[src/rtl/tensor_ram_arbiter.sv]
// Round-robin arbiter sharing one tensor_ram write port and one read port among several requesters,
// with optional burst locks, one-cycle read-return routing and out-of-range address trapping.
module tensor_ram_arbiter #(
    parameter int unsigned NUM_RD  = 2,
    parameter int unsigned NUM_WR  = 2,
    parameter int unsigned D_WIDTH = 32,
    parameter int unsigned DEPTH   = 96*96,
    parameter int unsigned AW      = $clog2(DEPTH)
) (
    input  logic                      clk,
    input  logic                      rst_n,
    input  logic [NUM_WR-1:0]         wr_req,
    input  logic [NUM_WR-1:0]         wr_lock,
    input  logic [NUM_WR*AW-1:0]      wr_addr,
    input  logic [NUM_WR*D_WIDTH-1:0] wr_data,
    output logic [NUM_WR-1:0]         wr_gnt,
    input  logic [NUM_RD-1:0]         rd_req,
    input  logic [NUM_RD-1:0]         rd_lock,
    input  logic [NUM_RD*AW-1:0]      rd_addr,
    output logic [NUM_RD-1:0]         rd_gnt,
    output logic [NUM_RD-1:0]         rd_valid,
    output logic [D_WIDTH-1:0]        rd_data,
    output logic                      ram_we,
    output logic [AW-1:0]             ram_addr_w,
    output logic [D_WIDTH-1:0]        ram_din,
    output logic [AW-1:0]             ram_addr_r,
    input  logic [D_WIDTH-1:0]        ram_dout,
    output logic                      err_oob
);

    localparam int unsigned WPW = (NUM_WR > 1) ? $clog2(NUM_WR) : 1;
    localparam int unsigned RPW = (NUM_RD > 1) ? $clog2(NUM_RD) : 1;
    localparam logic [AW:0] DEPTH_LIM = (AW+1)'(DEPTH);

    function automatic logic [WPW-1:0] wr_wrap(input int unsigned v);
        return WPW'(v % NUM_WR);
    endfunction

    function automatic logic [RPW-1:0] rd_wrap(input int unsigned v);
        return RPW'(v % NUM_RD);
    endfunction

    logic [WPW-1:0]     wr_ptr_q, wr_ptr_d, wr_own_q, wr_own_d, wr_idx;
    logic               wr_own_vld_q, wr_own_vld_d, wr_any, wr_oob;
    logic [AW-1:0]      wr_sel_addr;
    logic [D_WIDTH-1:0] wr_sel_data;

    logic [RPW-1:0]     rd_ptr_q, rd_ptr_d, rd_own_q, rd_own_d, rd_idx;
    logic               rd_own_vld_q, rd_own_vld_d, rd_any, rd_oob;
    logic [AW-1:0]      rd_sel_addr, ram_addr_r_q;
    logic [NUM_RD-1:0]  rd_valid_q;
    logic               oob_q, err_q;

    // Write arbitration: a live lock owner beats the round-robin search.
    always_comb begin
        wr_any = 1'b0;
        wr_idx = '0;
        if (wr_own_vld_q && wr_req[wr_own_q]) begin
            wr_any = 1'b1;
            wr_idx = wr_own_q;
        end else begin
            for (int unsigned i = 0; i < NUM_WR; i++) begin
                if (!wr_any && wr_req[wr_wrap(32'(wr_ptr_q) + i)]) begin
                    wr_any = 1'b1;
                    wr_idx = wr_wrap(32'(wr_ptr_q) + i);
                end
            end
        end
        wr_any = wr_any & rst_n;
    end

    always_comb begin
        rd_any = 1'b0;
        rd_idx = '0;
        if (rd_own_vld_q && rd_req[rd_own_q]) begin
            rd_any = 1'b1;
            rd_idx = rd_own_q;
        end else begin
            for (int unsigned i = 0; i < NUM_RD; i++) begin
                if (!rd_any && rd_req[rd_wrap(32'(rd_ptr_q) + i)]) begin
                    rd_any = 1'b1;
                    rd_idx = rd_wrap(32'(rd_ptr_q) + i);
                end
            end
        end
        rd_any = rd_any & rst_n;
    end

    always_comb begin
        wr_sel_addr = wr_addr[32'(wr_idx) * AW +: AW];
        wr_sel_data = wr_data[32'(wr_idx) * D_WIDTH +: D_WIDTH];
        rd_sel_addr = rd_addr[32'(rd_idx) * AW +: AW];
        wr_oob      = {1'b0, wr_sel_addr} >= DEPTH_LIM;
        rd_oob      = {1'b0, rd_sel_addr} >= DEPTH_LIM;

        wr_gnt      = wr_any ? (NUM_WR'(1) << wr_idx) : '0;
        rd_gnt      = rd_any ? (NUM_RD'(1) << rd_idx) : '0;
        ram_we      = wr_any & ~wr_oob;
        ram_addr_w  = wr_any ? wr_sel_addr : '0;
        ram_din     = wr_any ? wr_sel_data : '0;
        ram_addr_r  = rd_any ? rd_sel_addr : ram_addr_r_q;

        rd_valid    = rd_valid_q;
        rd_data     = (rst_n && !oob_q) ? ram_dout : '0;
        err_oob     = err_q;

        // Pointer always lands past the granted index, so a released owner yields its turn.
        wr_ptr_d     = wr_any ? wr_wrap(32'(wr_idx) + 1) : wr_ptr_q;
        wr_own_vld_d = wr_any & wr_lock[wr_idx];
        wr_own_d     = wr_idx;
        rd_ptr_d     = rd_any ? rd_wrap(32'(rd_idx) + 1) : rd_ptr_q;
        rd_own_vld_d = rd_any & rd_lock[rd_idx];
        rd_own_d     = rd_idx;
    end

    always_ff @(posedge clk or negedge rst_n) begin
        if (!rst_n) begin
            wr_ptr_q     <= '0;
            wr_own_q     <= '0;
            wr_own_vld_q <= 1'b0;
            rd_ptr_q     <= '0;
            rd_own_q     <= '0;
            rd_own_vld_q <= 1'b0;
            ram_addr_r_q <= '0;
            rd_valid_q   <= '0;
            oob_q        <= 1'b0;
            err_q        <= 1'b0;
        end else begin
            wr_ptr_q     <= wr_ptr_d;
            wr_own_q     <= wr_own_d;
            wr_own_vld_q <= wr_own_vld_d;
            rd_ptr_q     <= rd_ptr_d;
            rd_own_q     <= rd_own_d;
            rd_own_vld_q <= rd_own_vld_d;
            ram_addr_r_q <= ram_addr_r;
            rd_valid_q   <= rd_gnt;
            oob_q        <= rd_any & rd_oob;
            err_q        <= err_q | (wr_any & wr_oob) | (rd_any & rd_oob);
        end
    end

endmodule

[config.mk]
export PLATFORM = sky130hd
export DESIGN_NAME = tensor_ram_arbiter
export DESIGN_NICKNAME = d
export VERILOG_FILES = /design/src/rtl/tensor_ram_arbiter.sv
export SDC_FILE = /design/constraint.sdc
export NUM_CORES = 1
export LEC_CHECK = 0
export BUFFER_PORTS_ARGS = -buffer_cell sky130_fd_sc_hd__buf_2
export CAP_MARGIN = 20
export CORE_AREA = 4 4 101 103
export DETAILED_ROUTE_END_ITERATION = 12
export DIE_AREA = 0 0 105 107
export PLACE_DENSITY = 0.56
export SLEW_MARGIN = 5
export SYNTH_ARGS = -nofsm -noshare
export SYNTH_HDL_FRONTEND = slang
export SYNTH_SLANG_ARGS = --single-unit
[constraint.sdc]
create_clock -name clk -period 1.7 [get_ports clk]
set_clock_uncertainty 0.05 [all_clocks]
set_input_delay 0.17 -clock clk [delete_from_list [all_inputs] [get_ports clk]]
set_output_delay 0.17 -clock clk [all_outputs]
set_load 0.1 [all_outputs]
# After elaboration in Yosys (flattened, before gate mapping)

Cells that the tools add are included.

Word-level logic and storage cells: 85
Flip-flop bits (word level): 24
Output and inout bits: 100
Input port bits: 162

Muxes and demuxes: 36
Add/subtract/negate cells: 4
Shifts and indexed selects: 5
Magnitude comparators: 10
$mul: 2
Reduce and logical (&&, ||, !) cells: 8
Bitwise operators: 10

Operator list:

| operator               | number |
|---|---|
| $mux W32               | 2 |
| $shiftx A64 B7 Y32     | 1 |
| $shiftx A28 B6 Y14     | 2 |
| $mux W1                | 30 |
| $ge A14 B14 Y1 const B | 2 |
| $mux W14               | 2 |
| $lt A1 B2 Y1 const B   | 8 |
| $mul A1 B3 Y4 const B  | 2 |
| $and A1 B1 Y1          | 7 |
| $logic_and A1 B1 Y1    | 5 |
| $add A1 B1 Y1 const B  | 4 |
| $mux W2                | 2 |
| $shl A1 B1 Y2 const A  | 2 |
| $logic_not A1 Y1       | 3 |
| $or A1 B1 Y1           | 2 |
| $not A1 Y1             | 1 |

# Logic depth before layout (Yosys ltp)

Word-level depth: 14
Gate-level depth with buffers: 7
Gate-level depth less buffers: 4

# Worst setup path after synthesis

No wires, ideal clock.

Path kind: flip-flop to flip-flop
From: reg rd_own_vld_q
To: reg ram_addr_r_q[10]
Stages on the path, launching flop included: 5
Arrival: 3.188 ns
Library setup time: 0.353 ns
Setup slack: -1.891 ns
Data required time: 1.297 ns
Cells stage by stage: dfrtp_1 mux2_4 o21ai_4 mux2i_1 o21ai_0

Cells in the longest elaborated chain, start to end: 5
Elaborated cells on any way between the ends: 7

Ends and longest elaborated chain:

| item                     | RTL line | RTL |
|---|---|---|
| start: declaration       | 49       | `logic rd_own_vld_q, rd_own_vld_d, rd_any, rd_oob;` |
| start signal: assignment | 134      | `rd_own_vld_q <= rd_own_vld_d;` |
| $logic_and A1 B1 Y1 *    | 75       | `if (rd_own_vld_q && rd_req[rd_own_q]) begin` |
| $mux W1                  | 75       |  |
| $mul A1 B3 Y4            | 92       | `rd_sel_addr = rd_addr[32'(rd_idx) * AW +: AW];` |
| $shiftx A28 B6 Y14       | 92       |  |
| $mux W14 *               | 101      | `ram_addr_r = rd_any ? rd_sel_addr : ram_addr_r_q;` |
| via ram_addr_r[10]       | 26       | `output logic [AW-1:0] ram_addr_r,` |
| end signal: assignment   | 135      | `ram_addr_r_q <= ram_addr_r;` |
| end: declaration         | 50       | `logic [AW-1:0] rd_sel_addr, ram_addr_r_q;` |

The timed path passes the listed nets; every way through them passes the cells marked *.
A chain may end at the register's enable or synchronous reset.

# Final worst setup path

From: reg rd_own_vld_q
To: out ram_addr_r[0]

Cells in the longest elaborated chain, start to end: 5
Elaborated cells on any way between the ends: 7

Ends and longest elaborated chain:

| item                  | RTL line |
|---|---|
| $logic_and A1 B1 Y1 * | 75 |
| $mux W1               | 75 |
| $mul A1 B3 Y4         | 92 |
| $shiftx A28 B6 Y14    | 92 |
| $mux W14 *            | 101 |
| end: declaration      | 26 |

Every way passes the cells marked *; elsewhere a longest branch is shown, timed or not.

==> impl_metrics.tcl <==
set metrics [dict create \
    rsz0062_at_grt "true" \
    worstPathRequired_ns 1.48 \
    path_cells "mux2_4, o21ai_4, nor2_4, a221o_2, buf_12" \
    synthTopCellsByArea "dfrtp_1 32%, a22o_1 15%, and2_1 14%" \
    violations "negative setup slack" \
    slowest_delay_ns 0.40 \
    cts-root-buf "clkbuf_8" \
    h-tree-depth 1 \
    hold_violations 0 \
    fmax_mhz 467 \
    vias_per_cell 4.65 \
    cp-start-kind "register" \
    synth_top_area_share_pct 31.9 \
    synth_nets 354 \
    grt_max_degree 33 \
    yosysMostFrequentCell "and2_1" \
    p_leak_nw 2.87 \
    slowest_stage "a221o_2" \
    cts_tree "yes" \
    clockBufferDepth 2 \
    nets 648 \
    cap_violations 0 \
    total_power_mw 4.63 \
    drt_iter0_markers 55 \
    grt_overflow 0 \
    hp-start "rd_lock[1]" \
    worstReg2RegStart "wr_own_vld_q" \
    dr.pass1.iters 3 \
    synth_cell_type_count 29 \
    ys_warn_count 0 \
    port_buffers 261 \
    synth_edf_count 0 \
    fill_cells 695 \
    arrival_ns 1.92 \
    grt.total_usage_pct 19.6 \
    clock_latency_ns 0.26 \
    place_ws_ns -0.146 \
    io_pins 262 \
    clkTransAtPathRegs_ns 0.09 \
    vias 2773 \
    criticalPathCategory "reg -> out" \
    r2r_cells 8 \
    cts_made_buffers 3 \
    min_period_over_period_pct 126 \
    synthTopCellsByCount "43 x and2_1, 33 x a22o_1, 24 x dfrtp_1" \
    synth_top_cell_by_area "dfrtp_1" \
    drive_above_1_share_pct 88.0 \
    peakVddDrop_mv 0.405 \
    num_rows 35 \
    die_y_um 107 \
    hold_class "in -> reg" \
    antenna_found_initial 0 \
    tightest_slew_ns 0.500 \
    grt_pass1_wl_mm 17.2 \
    hold_depth 2 \
    drv_slew 0 \
    outcome "finished with violations" \
    max_slew_margin_pct 66.9 \
    path_buf_inv 1 \
    finalSetupViolations 65 \
    synth_ff_type "dfrtp_1" \
    place_hpwl_mm 9.41 \
    core_area_um2 9200 \
    synthToLayoutAreaGrowth_pct 225 \
    p_per_area_nw_per_um2 757 \
    cp_max_fo 12 \
    cp_top_family "compound AO/OA/AOI/OAI gates" \
    syn_area_per_cell_um2 9.81 \
    worst_slack_ns -0.443 \
    stdcell_count 596 \
    rrSetupSlack_ns 0.01 \
    syn-cell-area_um2 1880 \
    grt_pass1_vias 3110 \
    cts.sinks 24 \
    fin_crit_ns 2.14 \
    synth_seq_area_share_pct 31.9 \
    whs_endpoint "rd_own_vld_q" \
    ys_ff_latch 24 \
    wl_per_cell_um 19.1 \
    gp_congestion 0.800 \
    dp.cells 572 \
    drt.antenna.violating_nets 0 \
    initial_core_util_pct 20.5 \
    end_kind "primary output" \
    die-area_um2 11200 \
    route.detailed.drc 0 \
    netlist_instances 192 \
    drt_wl_total_mm 11.4 \
    async_flop_share_pct 100 \
    fp.dieW_um 105 \
    antenna_cells 0 \
    timing.rr.end "wr_own_vld_q" \
]
[stage by stage]
stage,setup TNS [ns],util [%],hold slack (ns),instance area [µm²]
floorplan,-9.69,-,-0.176,2510
global placement,-2.60,59.7,0.125,5490
detailed placement,-3.90,59.7,0.118,5490
CTS,-23.85,66.2,0.118,6090
global route,-30.83,66.5,0.117,6110
finish,-24.32,66.5,0.114,6110
[power by group]
group | total [mW] | internal (mW) | switching, mW | leakage [nW]
sequential | 0.657 | 0.640 | 0.0172 | 0.296
combinational | 3.59 | 1.44 | 2.15 | 2.55
clock | 0.383 | 0.206 | 0.176 | 0.0288
[per-layer routing]
| metal | vias to the layer above | GRT usage [%] | part of all wire [%] |
|---|---|---|---|
| li1 | 1304 | - | - |
| met3 | 22 | 8.37 | 11 |
| met2 | 177 | 38.6 | 55 |
| met1 | 1270 | 17.8 | 31 |
| met5 | - | 0 | 0 |
| met4 | 0 | 6.65 | 3.1 |
[cell type report]
cell class	instances	area (µm²)	area share (%)
clock buffer	4	55.1	0.901
timing repair buffer	305	3380	55.4
tap	111	139	2.27
sequential	24	601	9.82
multi-input combinational	148	1920	31.4
inverter	4	15.0	0.246
[cell usage in the layout, fill, tap and decap left out, drive strengths merged, types with 2 or more instances in the layout]
cell / instances
buf: 302
nand2: 5
a22o: 34
o21ai: 6
dlygate4sd3: 3
dfrtp: 24
o31ai: 2
inv: 4
a21o: 2
and2: 43
nor2: 18
a221o: 11
mux2: 2
mux2i: 18
clkbuf: 4
[sequential cells by signal, indices dropped and copies added, names as in the netlist]
name / cells
rd_valid: 2
wr_own_vld_q: 1
rd_own_vld_q: 1
rd_own_q: 1
rd_ptr_q: 1
wr_ptr_q: 1
ram_addr_r_q: 14
err_oob: 1
oob_q: 1
wr_own_q: 1
[how the worst max path moves through the flow]
stage                       startpoint               to  slack, ns  cells after the start
after CTS                 rd_own_vld_q    ram_addr_r[0]      -0.46                      5
after floorplan           rd_own_vld_q  ram_addr_r_q[2]      -0.24                      5
after global routing      wr_own_vld_q       ram_din[8]      -0.51                      7
final                     rd_own_vld_q    ram_addr_r[0]      -0.44                      5
after detailed placement  rd_own_vld_q    ram_addr_r[0]      -0.15                      5
after global placement    rd_own_vld_q    ram_addr_r[0]      -0.11                      5
[kinds of logic (layout without fill, tap and decap cells)]
logic type	count (synthesis)	after routing	share of synthesized area, %
AND/OR/NAND/NOR	69	69	20.4
multiplexers	20	20	11.0
flip-flops	24	24	31.9
buffers and inverters	20	313	7.77
AO/OA/AOI/OAI	59	59	29.0
[timing repair]
action                                 CTS  global route
setup endpoints to repair               65            68
endpoints found under the hold margin   24             0
pin swaps                                8             8
setup buffers                           13             0
gates cloned                             7             0
hold buffers                             3             0
resized for setup                       50             8
Power figures use the tool's default switching activity.
